**src/rtl/capture_pkg.sv**
```systemverilog
// capture_pkg: shared types and constants for the capture_engine slice.
//   cap_state_t - capture FSM state encoding
//   TRIG_*      - trig_mode encodings (TRIG_AUX meaning depends on
//                 CAPTURE_PATTERN_TRIG_EN, see capture_engine)
package capture_pkg;

  typedef enum logic [2:0] {
    IDLE,
    PRE,
    WAIT_TRIG,
    POST,
    DONE
  } cap_state_t;

  localparam logic [1:0] TRIG_IMM  = 2'd0;
  localparam logic [1:0] TRIG_RISE = 2'd1;
  localparam logic [1:0] TRIG_FALL = 2'd2;
  localparam logic [1:0] TRIG_AUX  = 2'd3;

endpackage

```
**src/rtl/capture_ram.sv**
```systemverilog
// capture_ram: DEPTH x WIDTH simple dual-port RAM, synchronous read.
//   clk, arstn        - clock, async active-low reset (read register only)
//   we, waddr, wdata  - write port
//   raddr -> rdata    - read port, 1-cycle latency
module capture_ram #(
  parameter int unsigned DEPTH = 64,
  parameter int unsigned WIDTH = 5,
  parameter int unsigned AW    = $clog2(DEPTH)
) (
  input  logic             clk,
  input  logic             arstn,
  input  logic             we,
  input  logic [AW-1:0]    waddr,
  input  logic [WIDTH-1:0] wdata,
  input  logic [AW-1:0]    raddr,
  output logic [WIDTH-1:0] rdata
);

  logic [WIDTH-1:0] r_mem [DEPTH];
  logic [WIDTH-1:0] r_rdata;

  always_ff @(posedge clk) begin
    if (we) r_mem[waddr] <= wdata;
  end

  always_ff @(posedge clk or negedge arstn) begin
    if (!arstn) r_rdata <= '0;
    else        r_rdata <= r_mem[raddr];
  end

  assign rdata = r_rdata;

endmodule

```
**src/rtl/capture_engine.sv**
```systemverilog
// capture_engine: multi-channel logic capture into a DEPTH-entry ring with
// run-time pretrigger depth and selectable trigger; linear readout after DONE
// (rd_addr 0 = oldest pretrigger sample).
// Ports:
//   clk, arstn            - system clock, async active-low reset
//   sample_in, sample_en  - channel levels and accept strobe
//   arm, abort            - start capture / return to idle (abort wins)
//   trig_mode, trig_ch    - 0 imm, 1 rise, 2 fall, 3 aux; trigger channel
//   pre_count             - pretrigger samples, latched on arm
//   trig_mask, trig_value - pattern trigger (only with CAPTURE_PATTERN_TRIG_EN)
//   rd_addr -> rd_data    - logical readout, 1-cycle latency
//   busy, triggered, done - registered status
// Build option: CAPTURE_PATTERN_TRIG_EN makes mode 3 a masked pattern match;
// otherwise mode 3 fires on any change of trig_ch.
module capture_engine
  import capture_pkg::*;
#(
  parameter int unsigned CHANNELS = 5,
  parameter int unsigned DEPTH    = 64,
  parameter int unsigned AW       = $clog2(DEPTH),
  parameter int unsigned CW       = (CHANNELS > 1) ? $clog2(CHANNELS) : 1
) (
  input  logic                clk,
  input  logic                arstn,
  input  logic [CHANNELS-1:0] sample_in,
  input  logic                sample_en,
  input  logic                arm,
  input  logic                abort,
  input  logic [1:0]          trig_mode,
  input  logic [CW-1:0]       trig_ch,
  input  logic [AW-1:0]       pre_count,
`ifdef CAPTURE_PATTERN_TRIG_EN
  input  logic [CHANNELS-1:0] trig_mask,
  input  logic [CHANNELS-1:0] trig_value,
`endif
  input  logic [AW-1:0]       rd_addr,
  output logic [CHANNELS-1:0] rd_data,
  output logic                busy,
  output logic                triggered,
  output logic                done
);

  cap_state_t          r_state, w_state_nxt;
  logic [AW-1:0]       r_wr_ptr, r_start_ptr, r_post_left, r_pre_q;
  logic [CHANNELS-1:0] r_prev;
  logic                r_prev_valid, r_busy, r_triggered, r_done;
  logic                w_we, w_fire;
  logic                w_ch_ok, w_cur_bit, w_prev_bit, w_rise, w_fall, w_trig_hit;
  logic [AW-1:0]       w_raddr;

  // Channel select; an out-of-range trig_ch leaves w_ch_ok low so edges never fire.
  always_comb begin
    w_ch_ok    = 1'b0;
    w_cur_bit  = 1'b0;
    w_prev_bit = 1'b0;
    for (int unsigned i = 0; i < CHANNELS; i++) begin
      if (trig_ch == CW'(i)) begin
        w_ch_ok    = 1'b1;
        w_cur_bit  = sample_in[i];
        w_prev_bit = r_prev[i];
      end
    end
  end

  assign w_rise = w_ch_ok & r_prev_valid & ~w_prev_bit &  w_cur_bit;
  assign w_fall = w_ch_ok & r_prev_valid &  w_prev_bit & ~w_cur_bit;

  always_comb begin
    w_trig_hit = 1'b0;
    case (trig_mode)
      TRIG_IMM:  w_trig_hit = 1'b1;
      TRIG_RISE: w_trig_hit = w_rise;
      TRIG_FALL: w_trig_hit = w_fall;
      default: begin
`ifdef CAPTURE_PATTERN_TRIG_EN
        w_trig_hit = ((sample_in & trig_mask) == (trig_value & trig_mask));
`else
        w_trig_hit = w_rise | w_fall;
`endif
      end
    endcase
  end

  // Next-state logic. In PRE, wr_ptr equals the pretrigger samples taken so
  // far (cleared on arm, cannot wrap before pre_q), so it doubles as the count.
  always_comb begin
    w_state_nxt = r_state;
    w_we        = 1'b0;
    w_fire      = 1'b0;
    if (abort) begin
      w_state_nxt = IDLE;
    end else if (arm) begin
      w_state_nxt = (pre_count == '0) ? WAIT_TRIG : PRE;
    end else begin
      case (r_state)
        PRE: begin
          if (sample_en) begin
            w_we = 1'b1;
            if (r_wr_ptr == r_pre_q - AW'(1)) w_state_nxt = WAIT_TRIG;
          end
        end
        WAIT_TRIG: begin
          if (sample_en) begin
            w_we = 1'b1;
            if (w_trig_hit) begin
              w_fire      = 1'b1;
              w_state_nxt = (r_pre_q == AW'(DEPTH - 1)) ? DONE : POST;
            end
          end
        end
        POST: begin
          if (sample_en) begin
            w_we = 1'b1;
            if (r_post_left == AW'(1)) w_state_nxt = DONE;
          end
        end
        default: ;
      endcase
    end
  end

  always_ff @(posedge clk or negedge arstn) begin
    if (!arstn) begin
      r_state      <= IDLE;
      r_wr_ptr     <= '0;
      r_start_ptr  <= '0;
      r_post_left  <= '0;
      r_pre_q      <= '0;
      r_prev       <= '0;
      r_prev_valid <= 1'b0;
      r_busy       <= 1'b0;
      r_triggered  <= 1'b0;
      r_done       <= 1'b0;
    end else begin
      r_state <= w_state_nxt;
      r_busy  <= (w_state_nxt == PRE) || (w_state_nxt == WAIT_TRIG) ||
                 (w_state_nxt == POST);
      r_done  <= (w_state_nxt == DONE);
      if (!abort && arm) begin
        r_wr_ptr     <= '0;
        r_prev_valid <= 1'b0;
        r_triggered  <= 1'b0;
        // pre_count is AW bits wide, so it is already <= DEPTH-1.
        r_pre_q      <= pre_count;
      end else if (w_we) begin
        r_wr_ptr     <= r_wr_ptr + AW'(1);
        r_prev       <= sample_in;
        r_prev_valid <= 1'b1;
        if (w_fire) begin
          r_start_ptr <= r_wr_ptr - r_pre_q;
          r_post_left <= AW'(DEPTH - 1) - r_pre_q;
          r_triggered <= 1'b1;
        end else if (r_state == POST) begin
          r_post_left <= r_post_left - AW'(1);
        end
      end
    end
  end

  assign w_raddr = r_start_ptr + rd_addr;

  capture_ram #(
    .DEPTH (DEPTH),
    .WIDTH (CHANNELS),
    .AW    (AW)
  ) u_ram (
    .clk   (clk),
    .arstn (arstn),
    .we    (w_we),
    .waddr (r_wr_ptr),
    .wdata (sample_in),
    .raddr (w_raddr),
    .rdata (rd_data)
  );

  assign busy      = r_busy;
  assign triggered = r_triggered;
  assign done      = r_done;

endmodule

```
**config.mk**
```make
export PLATFORM = sky130hd
export DESIGN_NAME = capture_engine
export DESIGN_NICKNAME = d
export VERILOG_FILES = /design/src/rtl/capture_pkg.sv /design/src/rtl/capture_ram.sv /design/src/rtl/capture_engine.sv
export SDC_FILE = /design/constraint.sdc
export NUM_CORES = 1
export LEC_CHECK = 0
export ABC_CLOCK_PERIOD_IN_PS = 3800
export CAP_MARGIN = 10
export CORE_AREA = 2 2 153 170
export DETAILED_ROUTE_END_ITERATION = 8
export DIE_AREA = 0 0 155 172
export GPL_TIMING_DRIVEN = 1
export PLACE_DENSITY = 0.78
export SLEW_MARGIN = 20
export SYNTH_ARGS = -nofsm -noshare
export SYNTH_HDL_FRONTEND = slang
export SYNTH_SLANG_ARGS = --single-unit
```
**constraint.sdc**
```tcl
create_clock -name clk -period 3.8 [get_ports clk]
set_input_delay 0.95 -clock clk [delete_from_list [all_inputs] [get_ports clk]]
set_output_delay 0.95 -clock clk [all_outputs]
set_load 0.03 [all_outputs]
```
==> run metrics <==
outcome completed; DP Area 16300 sq um; synth unique cells 59; worst vdd ir 0.000373 V; vias per cell 6.43; warning count from the yosys run 0; Hold Slack 482 ps; overall power 8.45 mW; sequential power share 51.9%; Worst-path clk slew 60 ps; Rel. slew slack 34.7%; Syn Area/Cell 18.3 sq um; Finished Cell Area 17500 sq um; Net Sw Frac 21.0%; CP max stage cell fa_4; largest net degree at the start of global routing 66; final critical-path share of the clock period 97.6%; setup_tns 0 ps; clk root buf clkbuf_16; antenna viol nets, final 0; top cell type's share of synthesized area 63.8%; RSZ-0062 raised after global routing no; Nets 975; share of cells above drive strength 1 25.8%; total global-route track usage 26.6%; Clock Tree Buf Depth 3; Die X 155 um; grt ovf 0; sw power 1.77 mW; Inserted Clock Buffers 36; first-pass GRT wire length 52000 um; number of synthesized flops with an enable pin 320; most common cell in the netlist edfxtp_1; # hold bufs at CTS 0; initial antenna violation count 0; I/O pins 35; WP buf/inv 3; Initial Utilization 60.3%; post-synthesis cell count 824; flip-flop and latch count after synthesis 361; asr flop ratio synth 11.4%; Most common cell on crit path mux4_2; WS Path Type in2reg; Placer Congestion 0.886; WP data required 4180 ps; min Tclk post-route 3710 ps; Fmax achieved 270 MHz; LEAKAGE 5.96 nW; Final Skew 20.9 ps; Worst Setup End Kind flip-flop; MaxCap Viol Count 0; CORE AREA 25000 sq um; Iteration-0 DRC Markers 775; synth-to-layout area growth 16.0%; Logic pwr share 6.6%; Syn Nets 868; post-synth top area cell edfxtp_1; number of buffers added for setup after CTS 0; Slew @ Worst Pin 979 ps; CTS sink cnt 361; prevailing post-synth register cell edfxtp_1; pwr/cell area 484 nW/um^2; final std cells w/o fill 1272; vias post-DR 8180; Worst Path Max Fanout 11; Internal Power 6.68 mW; commonest cells in the netlist edfxtp_1, mux4_2, nor2_1; DRT Wirelength 33700 um; Die Span Y 172 um; DP HPWL 21700 um; Hold WC Path Type reg2reg; drt first pass iters 7; Crit path largest cell delay 850 ps; Pins Over Slew Limit 0; Rows 61; routed length per instance 26.5 um; crit path cell chain clkdlybuf4s50_1 -> ha_4 -> fa_4 -> buf_12 -> buf_4 -> mux4_2 -> mux4_2 -> mux2i_1 -> a21oi_1; PostCTS Resize Cnt 0; startpoint class of the critical path input pin; largest cells by area after synthesis edfxtp_1, mux4_2, dfrtp_1, nor2_1, ha_1; Inst Count DP 1208; # DRC 0; Final Hold Fails 0; final setup fails 0; Clock power frac 41.4%; H-tree depth 2; vias in the first global route 8625; cell family with most CP delay multiplexers; crit path DAT 4090 ps; Port Buffers 34; CTS tree built; sequential fraction of the synthesis area 70.6%; clk_lat worst skew 520 ps; Total Die Area 26700 sq um; Cell Area, Synth 15100 sq um; diodes inserted 0
==> flip-flops by register name, summed over array words and instances, names as in the netlist <==
| name | count |
|---|---|
| r_post_left | 6 |
| r_prev | 5 |
| r_wr_ptr | 6 |
| done | 1 |
| u_ram.rdata | 5 |
| r_start_ptr | 6 |
| r_state | 3 |
| u_ram.r_mem | 320 |
| busy | 1 |
| r_prev_valid | 1 |
| r_pre_q | 6 |
| triggered | 1 |
==> worst paths after layout <==
check | from | cells after the start | to | slack (ps)
setup / recovery | rd_addr[0] | 9 | u_ram.rdata[4] | 90
hold / removal | r_prev[2] | 2 | r_prev[2] | 480
setup reg to reg | r_start_ptr[0] | 8 | u_ram.rdata[4] | 570
hold reg to reg | r_prev[2] | 2 | r_prev[2] | 480
max in group asynchronous | arstn | 1 | u_ram.rdata[4] | 2590
min in group asynchronous | arstn | 1 | r_post_left[2] | 600
==> per-stage QoR <==
step                      util [%]  setup slack, ps
after global placement        65.4             -393
final                         70.0             90.5
after global routing          70.0             43.2
after floorplan                  -              185
after CTS                     70.0             74.3
after detailed placement      65.4             -441
==> power by group through the flow <==
stage          registers, mW  clock network (mW)  logic (mW)
6_report                4.39                3.50       0.561
3_5_place_dp            4.47                   0       0.557
4_1_cts                 4.39                3.54       0.563
2_1_floorplan           4.47                   0       0.307
3_3_place_gp            4.47                   0       0.540
5_1_grt                 4.39                3.69       0.606
==> tightest hold or removal path: cells and delay by family (launching register included) <==
kind             cells  cell delay (ps)
and+or+nand+nor      2              110
DFF                  1              340
==> cells by family after synthesis <==
| logic type | count (synthesis) | synth area share (%) |
|---|---|---|
| adder cells (fa/ha/maj) | 17 | 1.51 |
| flip-flops | 361 | 70.6 |
| multiplexers | 116 | 16.1 |
| AO/OA/AOI/OAI | 75 | 3.31 |
| XOR/XNOR | 18 | 1.14 |
| buffers and inverters | 54 | 1.65 |
| AND/OR/NAND/NOR | 183 | 5.67 |
==> cells in the final DEF, fill, tap and decap left out, drive strengths merged, types with 3 or more instances in the layout <==
master           n
or2              3
nand3b           3
inv             17
clkinv          10
dfrtp           41
buf             80
mux4           100
xor2             7
nor3             6
a21oi           15
clkbuf          47
nor2b            9
ha              15
clkdlybuf4s50   28
xnor2           10
mux2i           13
a21boi           5
edfxtp         320
nand3           10
bufinv           4
nand2           44
nand2b           5
nand4            6
and4             3
o21a             3
mux2             3
nor2            80
o21ai           24
a21o             3
a211oi           9
nor3b            3
==> layer usage <==
layer | track usage [%] | part of all wire [%] | vias up
li1 | - | - | 3505
met1 | 35.7 | 39 | 4222
met2 | 45.9 | 52 | 383
met3 | 3.63 | 6.3 | 70
met4 | 8.74 | 3.0 | 0
met5 | 0 | 0 | -
==> final cells by class <==
class / count / area [sq um]
timing repair buffer: 108 / 1020
sequential: 361 / 10600
fill: 1460 / 7490
clock inverter: 17 / 191
tap: 315 / 394
clock buffer: 47 / 963
multi-input combinational: 409 / 4210
inverter: 15 / 56.3
Power figures use the tool's default switching activity.
